==> src/rtl/store_align_unit_if.sv <==
// Store request / data-memory write bus for store_align_unit.
// The unit sits on the slave modport. The pipeline and memory side sit on the master modport.
`timescale 1ns/1ps
interface store_align_unit_if #(
  parameter int WIDTH = 32
);
  logic             st_valid;
  logic             st_ready;
  logic [WIDTH-1:0] st_addr;
  logic [WIDTH-1:0] st_data;
  logic [1:0]       st_size;
  logic             mem_valid;
  logic             mem_ready;
  logic [WIDTH-1:0] mem_addr;
  logic [3:0]       mem_we;
  logic [WIDTH-1:0] mem_wdata;
  logic             st_done;
  logic             ades;
  logic [WIDTH-1:0] bad_vaddr;

  modport slave (
    input  st_valid, st_addr, st_data, st_size, mem_ready,
    output st_ready, mem_valid, mem_addr, mem_we, mem_wdata, st_done, ades, bad_vaddr
  );

  modport master (
    output st_valid, st_addr, st_data, st_size, mem_ready,
    input  st_ready, mem_valid, mem_addr, mem_we, mem_wdata, st_done, ades, bad_vaddr
  );
endinterface

==> src/rtl/store_align_unit.sv <==
// Store alignment unit: converts a byte-addressed store into a registered, lane-enabled
// data-memory write request, and flags misaligned stores with an address-error pulse.
`timescale 1ns/1ps
module store_align_unit #(
  parameter int WIDTH = 32
) (
  input  logic               clk,
  input  logic               rst,
  store_align_unit_if.slave  bus
);

  typedef enum logic {IDLE, WAIT} state_t;

  state_t           state, state_nxt;
  logic [WIDTH-1:0] addr_q, wdata_q, bad_vaddr_q;
  logic [3:0]       we_q;
  logic             done_q, ades_q;

  logic [1:0]       off;
  logic [3:0]       we_nxt;
  logic [WIDTH-1:0] wdata_nxt;
  logic             misaligned;
  logic             mem_valid_int;
  logic             st_ready_int;
  logic             xfer;
  logic             load;

  assign off  = bus.st_addr[1:0];
  assign xfer = bus.st_valid & st_ready_int;
  assign load = xfer & ~misaligned;

  // Lane decode: the byte-enable codes match the ones the load path uses.
  // NOTE: every signal written in always_comb gets a default first, so no path can infer a latch.
  always_comb begin
    we_nxt     = 4'b0000;
    wdata_nxt  = bus.st_data;
    misaligned = 1'b0;
    case (bus.st_size)
      2'b00: begin
        we_nxt    = 4'b0001 << off;
        wdata_nxt = {4{bus.st_data[7:0]}};
      end
      2'b01: begin
        misaligned = off[0];
        we_nxt     = off[1] ? 4'b1100 : 4'b0011;
        wdata_nxt  = {2{bus.st_data[15:0]}};
      end
      2'b10: begin
        misaligned = (off != 2'b00);
        we_nxt     = 4'b1111;
      end
      default: misaligned = 1'b1;
    endcase
  end

  // NOTE: sequential state uses non-blocking assignments only, so every register samples pre-edge values.
  always_ff @(posedge clk) begin
    if (rst) state <= IDLE;
    else     state <= state_nxt;
  end

  always_comb begin
    state_nxt = state;
    case (state)
      IDLE: if (load) state_nxt = WAIT;
      WAIT: if (bus.mem_ready) state_nxt = load ? WAIT : IDLE;
      default: state_nxt = IDLE;
    endcase
  end

  // The request registers are cleared on reset so that the memory-side outputs are never X.
  always_ff @(posedge clk) begin
    if (rst) begin
      addr_q      <= '0;
      we_q        <= '0;
      wdata_q     <= '0;
      done_q      <= 1'b0;
      ades_q      <= 1'b0;
      bad_vaddr_q <= '0;
    end else begin
      done_q <= mem_valid_int & bus.mem_ready;
      ades_q <= xfer & misaligned;
      if (xfer & misaligned) bad_vaddr_q <= bus.st_addr;
      if (load) begin
        addr_q  <= {bus.st_addr[WIDTH-1:2], 2'b00};
        we_q    <= we_nxt;
        wdata_q <= wdata_nxt;
      end
    end
  end

  // mem_we is gated by mem_valid, so it reads 0 in IDLE whatever we_q holds.
  always_comb begin
    mem_valid_int = (state == WAIT);
    st_ready_int  = ~mem_valid_int | bus.mem_ready;
    bus.st_ready  = st_ready_int;
    bus.mem_valid = mem_valid_int;
    bus.mem_addr  = addr_q;
    bus.mem_we    = mem_valid_int ? we_q : 4'b0000;
    bus.mem_wdata = wdata_q;
    bus.st_done   = done_q;
    bus.ades      = ades_q;
    bus.bad_vaddr = bad_vaddr_q;
  end

endmodule
==> src/flat_wrapper.sv <==
// flat-port wrapper written by rule: the top's interface ports become plain ports
module store_align_unit_flat 
#(
  parameter int WIDTH = 32
)
  (clk, rst, bus_st_valid, bus_st_addr, bus_st_data, bus_st_size, bus_mem_ready, bus_st_ready, bus_mem_valid, bus_mem_addr, bus_mem_we, bus_mem_wdata, bus_st_done, bus_ades, bus_bad_vaddr);
  store_align_unit_if #(.WIDTH(WIDTH)) bus_i ();
  input  logic clk;
  input  logic rst;
  input wire logic [$bits(bus_i.st_valid)-1:0] bus_st_valid;
  input wire logic [$bits(bus_i.st_addr)-1:0] bus_st_addr;
  input wire logic [$bits(bus_i.st_data)-1:0] bus_st_data;
  input wire logic [$bits(bus_i.st_size)-1:0] bus_st_size;
  input wire logic [$bits(bus_i.mem_ready)-1:0] bus_mem_ready;
  output wire logic [$bits(bus_i.st_ready)-1:0] bus_st_ready;
  output wire logic [$bits(bus_i.mem_valid)-1:0] bus_mem_valid;
  output wire logic [$bits(bus_i.mem_addr)-1:0] bus_mem_addr;
  output wire logic [$bits(bus_i.mem_we)-1:0] bus_mem_we;
  output wire logic [$bits(bus_i.mem_wdata)-1:0] bus_mem_wdata;
  output wire logic [$bits(bus_i.st_done)-1:0] bus_st_done;
  output wire logic [$bits(bus_i.ades)-1:0] bus_ades;
  output wire logic [$bits(bus_i.bad_vaddr)-1:0] bus_bad_vaddr;
  assign bus_i.st_valid = bus_st_valid;
  assign bus_i.st_addr = bus_st_addr;
  assign bus_i.st_data = bus_st_data;
  assign bus_i.st_size = bus_st_size;
  assign bus_i.mem_ready = bus_mem_ready;
  assign bus_st_ready = bus_i.st_ready;
  assign bus_mem_valid = bus_i.mem_valid;
  assign bus_mem_addr = bus_i.mem_addr;
  assign bus_mem_we = bus_i.mem_we;
  assign bus_mem_wdata = bus_i.mem_wdata;
  assign bus_st_done = bus_i.st_done;
  assign bus_ades = bus_i.ades;
  assign bus_bad_vaddr = bus_i.bad_vaddr;
  store_align_unit #(.WIDTH(WIDTH)) u_core (.clk(clk), .rst(rst), .bus(bus_i));
endmodule
==> config.mk <==
export PLATFORM = sky130hd
export DESIGN_NAME = store_align_unit_flat
export DESIGN_NICKNAME = d
export VERILOG_FILES = /design/src/rtl/store_align_unit_if.sv /design/src/rtl/store_align_unit.sv /design/src/flat_wrapper.sv
export SDC_FILE = /design/constraint.sdc
export NUM_CORES = 1
export LEC_CHECK = 0
export BUFFER_PORTS_ARGS = -buffer_cell sky130_fd_sc_hd__buf_2
export CELL_PAD_IN_SITES_DETAIL_PLACEMENT = 0
export CELL_PAD_IN_SITES_GLOBAL_PLACEMENT = 1
export CORE_ASPECT_RATIO = 1.1
export CORE_MARGIN = 4
export CORE_UTILIZATION = 34
export CTS_CLUSTER_SIZE = 8
export DETAILED_ROUTE_END_ITERATION = 10
export PLACE_DENSITY = 0.88
export SLEW_MARGIN = 5
export SYNTH_ARGS = -nofsm -noshare
export SYNTH_HDL_FRONTEND = slang
export SYNTH_SLANG_ARGS = --single-unit
==> constraint.sdc <==
create_clock -name clk -period 1.9 [get_ports clk]
set_input_delay 0.475 -clock clk [delete_from_list [all_inputs] [get_ports clk]]
set_output_delay 0.475 -clock clk [all_outputs]
set_load 0.005 [all_outputs]
==> flow_summary.ini <==
[synthesis]
synth_cells = 486
synthXorXnorAreaFrac_pct = 0
synthMuxAreaShare_pct = 5.88
post-synth-top-count-cell = nand2_1
synth_compound_area_share_pct = 19.0
yosysSeqAreaShare_pct = 49.5
synth_edf_count = 0
synth-seq-cells = 101
synth_ff_type = dfxtp_1
synth_area_mm2 = 0.00409
synth_top_area_share_pct = 49.5
ys_top_cells_by_count = nand2_1 (165), dfxtp_1 (101), a21oi_1 (81)
synth_cell_type_count = 27
yosys_warnings = 0
yosys.area_share.simple_pct = 19.2
synth_top_family_by_area = simple AND/OR/NAND/NOR gates
yosys.area.top_type = dfxtp_1
ys_top_cells_by_area = dfxtp_1 (49%), nand2_1 (15%), a21oi_1 (9.9%), mux2i_1 (5.9%), a211oi_2 (4.9%)
synthesis.area_per_instance_um2 = 8.41
synthAdderAreaFrac_pct = 0
async_flop_share_pct = 0

[floorplanning]
initial_utilization_pct = 35.2
io_pins = 174
die_w_um = 113
dieHeight_um = 123
core_area_mm2 = 0.0116
dieArea_mm2 = 0.0138
num_rows = 41

[power]
switchingPower_mw = 1.23
seqPwrFrac_pct = 47.6
p_comb_share_pct = 14.3
swShare_pct = 25.4
vdd_drop_max_mv = 0.480
power_density_mw_per_mm2 = 892
clkPwrFrac_pct = 38.1
intPower_mw = 3.60
finalPower_mw = 4.83
p_leak_nw = 2.47

[cells_and_area]
layout.nets = 715
syn2layout_area_growth_pct = 32.4
fill_cells = 1180
antenna_cells = 0
final-seq-area_mm2 = 0.00202
multiInputGateArea_mm2 = 0.00182
drive_gt1_share_pct = 34.8

[placed_design]
place_congestion = 0.774
dp_slack_ns = 0.105
place_hpwl_um = 8630
port_buffers = 171

[global_route]
overflow = 0
grt_first_pass_wirelength_um = 17900
grt_max_degree = 46
grt_antenna_before_repair = 1
grt_pass1_vias = 3605
grt_usage_pct = 15.9

[timing]
setup_viol = 0
fin_skew_ns = 0.00697
rsz0062_at_grt = false
clock.fmax_mhz = 609
finalHoldViolCount = 0
fin_crit_sh_pct = 86.4
setup-tns-final_ns = 0
timing.final.ws_setup_ns = 0.258
min_period_ns = 1.64
slew_violations = 0

[setup_path]
cp.arrival_ns = 1.17
path_class = register to primary output
critPathRequiredTime_ns = 1.42
crit_family = buffers and inverters
crit_slowest_cell = dfxtp_1
slowest_delay_ns = 0.33
crit_path_max_fanout = 4
crit_path_start_kind = register
cp_cell_sequence = nand2b_1, buf_4, buf_2
cp_num_buf_inv = 2
worst_setup_path_end_kind = primary output

[cts]
clk_pin_slew_worst_paths_ns = 0.07
clock_latency_ns = 0.34
clock_path_buffers = 2
htreeDepth = 3
cts-root-buf = clkbuf_16
clkSinkCount = 101
cts.repair.resized = 0
cts_hold_buf = 0
cts_tree = done
cts_setup_buffers = 0
numCtsBuffers = 9

[routing]
wl_um = 11400
num_vias = 3801
drcViolationCount = 0
via_per_inst = 4.75
wl_per_cell_um = 14.2
firstDrtPassIters = 4
detail-route-antenna-nets = 0
drtIter0Drc = 146

[job]
drv_cap = 0

[run_status]
status = finished clean

[min_path]
hp-class = primary input to register
[per-layer routing]
layer	track usage (%)	part of all wire, %	vias to the layer above
met5	0	0.11	-
met4	4.36	1.3	2
met3	5.78	8.0	14
met2	26.8	49	127
met1	19.3	42	1737
li1	-	-	1921
[flip-flops by register name, indices dropped and copies added (netlist names)]
signal                cells
u_core.bus.ades           1
u_core.bus.bad_vaddr     32
u_core.bus.mem_addr      30
u_core.bus.mem_valid      1
u_core.bus.mem_wdata     32
u_core.bus.st_done        1
u_core.we_q               4
[path summary, 6_finish.rpt]
check | startpoint | to | slack (ns) | depth (start not counted)
max | u_core.bus.mem_valid$_SDFF_PP0_ | bus_st_ready | 0.26 | 3
min | bus_mem_ready | u_core.bus.st_done$_SDFF_PP0_ | 0.37 | 3
max reg2reg | u_core.bus.mem_valid$_SDFF_PP0_ | u_core.bus.mem_wdata[17]$_SDFFE_PP0P_ | 0.51 | 5
min reg2reg | u_core.bus.bad_vaddr[0]$_SDFFE_PP0P_ | u_core.bus.bad_vaddr[0]$_SDFFE_PP0P_ | 0.45 | 2
[tightest hold or removal path, cell delays in order]
cell and delay (ns):
buf_2 0.10, nand2_1 0.05, nor2_1 0.03
[layout by cell type, fill, tap and decap left out]
master,n
clkinv_2,3
nand2b_1,1
and2_1,4
nand2_1,165
inv_1,1
buf_2,170
buf_12,7
o21ai_0,17
a211oi_2,16
conb_1,2
or2_1,1
a21boi_0,1
bufinv_16,1
mux2i_1,24
clkbuf_16,9
buf_4,11
o211ai_4,1
o21a_1,1
dfxtp_1,101
clkinvlp_4,1
o211a_4,1
nand3b_1,4
nor3_4,1
nor2_1,20
clkbuf_8,1
a21oi_1,81
a21oi_2,1
o2111ai_4,1
nor2b_1,1
o2111a_2,1
inv_6,1
[area by class of cell]
| type | instances | area share [%] |
|---|---|---|
| clock buffers | 10 | 4.42 |
| well taps | 150 | 3.47 |
| clock inverters | 6 | 1.13 |
| inverters | 1 | 0.0694 |
| multi-input cells | 344 | 33.7 |
| repair buffers | 188 | 19.8 |
| flip-flops and latches | 101 | 37.4 |
[through the flow]
stage	instance area, um^2	hold WS [ns]	util [%]	cells
3_3_place_gp	5110	0.438	44.1	784
3_5_place_dp	5110	0.443	44.1	784
5_1_grt	5410	0.358	46.7	800
6_report	5410	0.368	46.7	800
4_1_cts	5410	0.353	46.7	800
2_1_floorplan	4090	0.449	-	487
[power groups by stage]
| stage | clock network (mW) | logic [mW] | registers, mW |
|---|---|---|---|
| finish | 1.84 | 0.692 | 2.30 |
| floorplan | 0 | 0.373 | 2.35 |
| CTS | 1.89 | 0.703 | 2.30 |
| global route | 1.98 | 0.773 | 2.31 |
| global placement | 0 | 0.683 | 2.34 |
| detailed placement | 0 | 0.702 | 2.34 |
[cells by family after synthesis]
kind of cell | after synthesis
and+or+nand+nor | 197
AOI/OAI and AO/OA | 121
DFF | 101
buffers and inverters | 42
muxes | 24
other | 1
(Power assumes the default switching activity.)
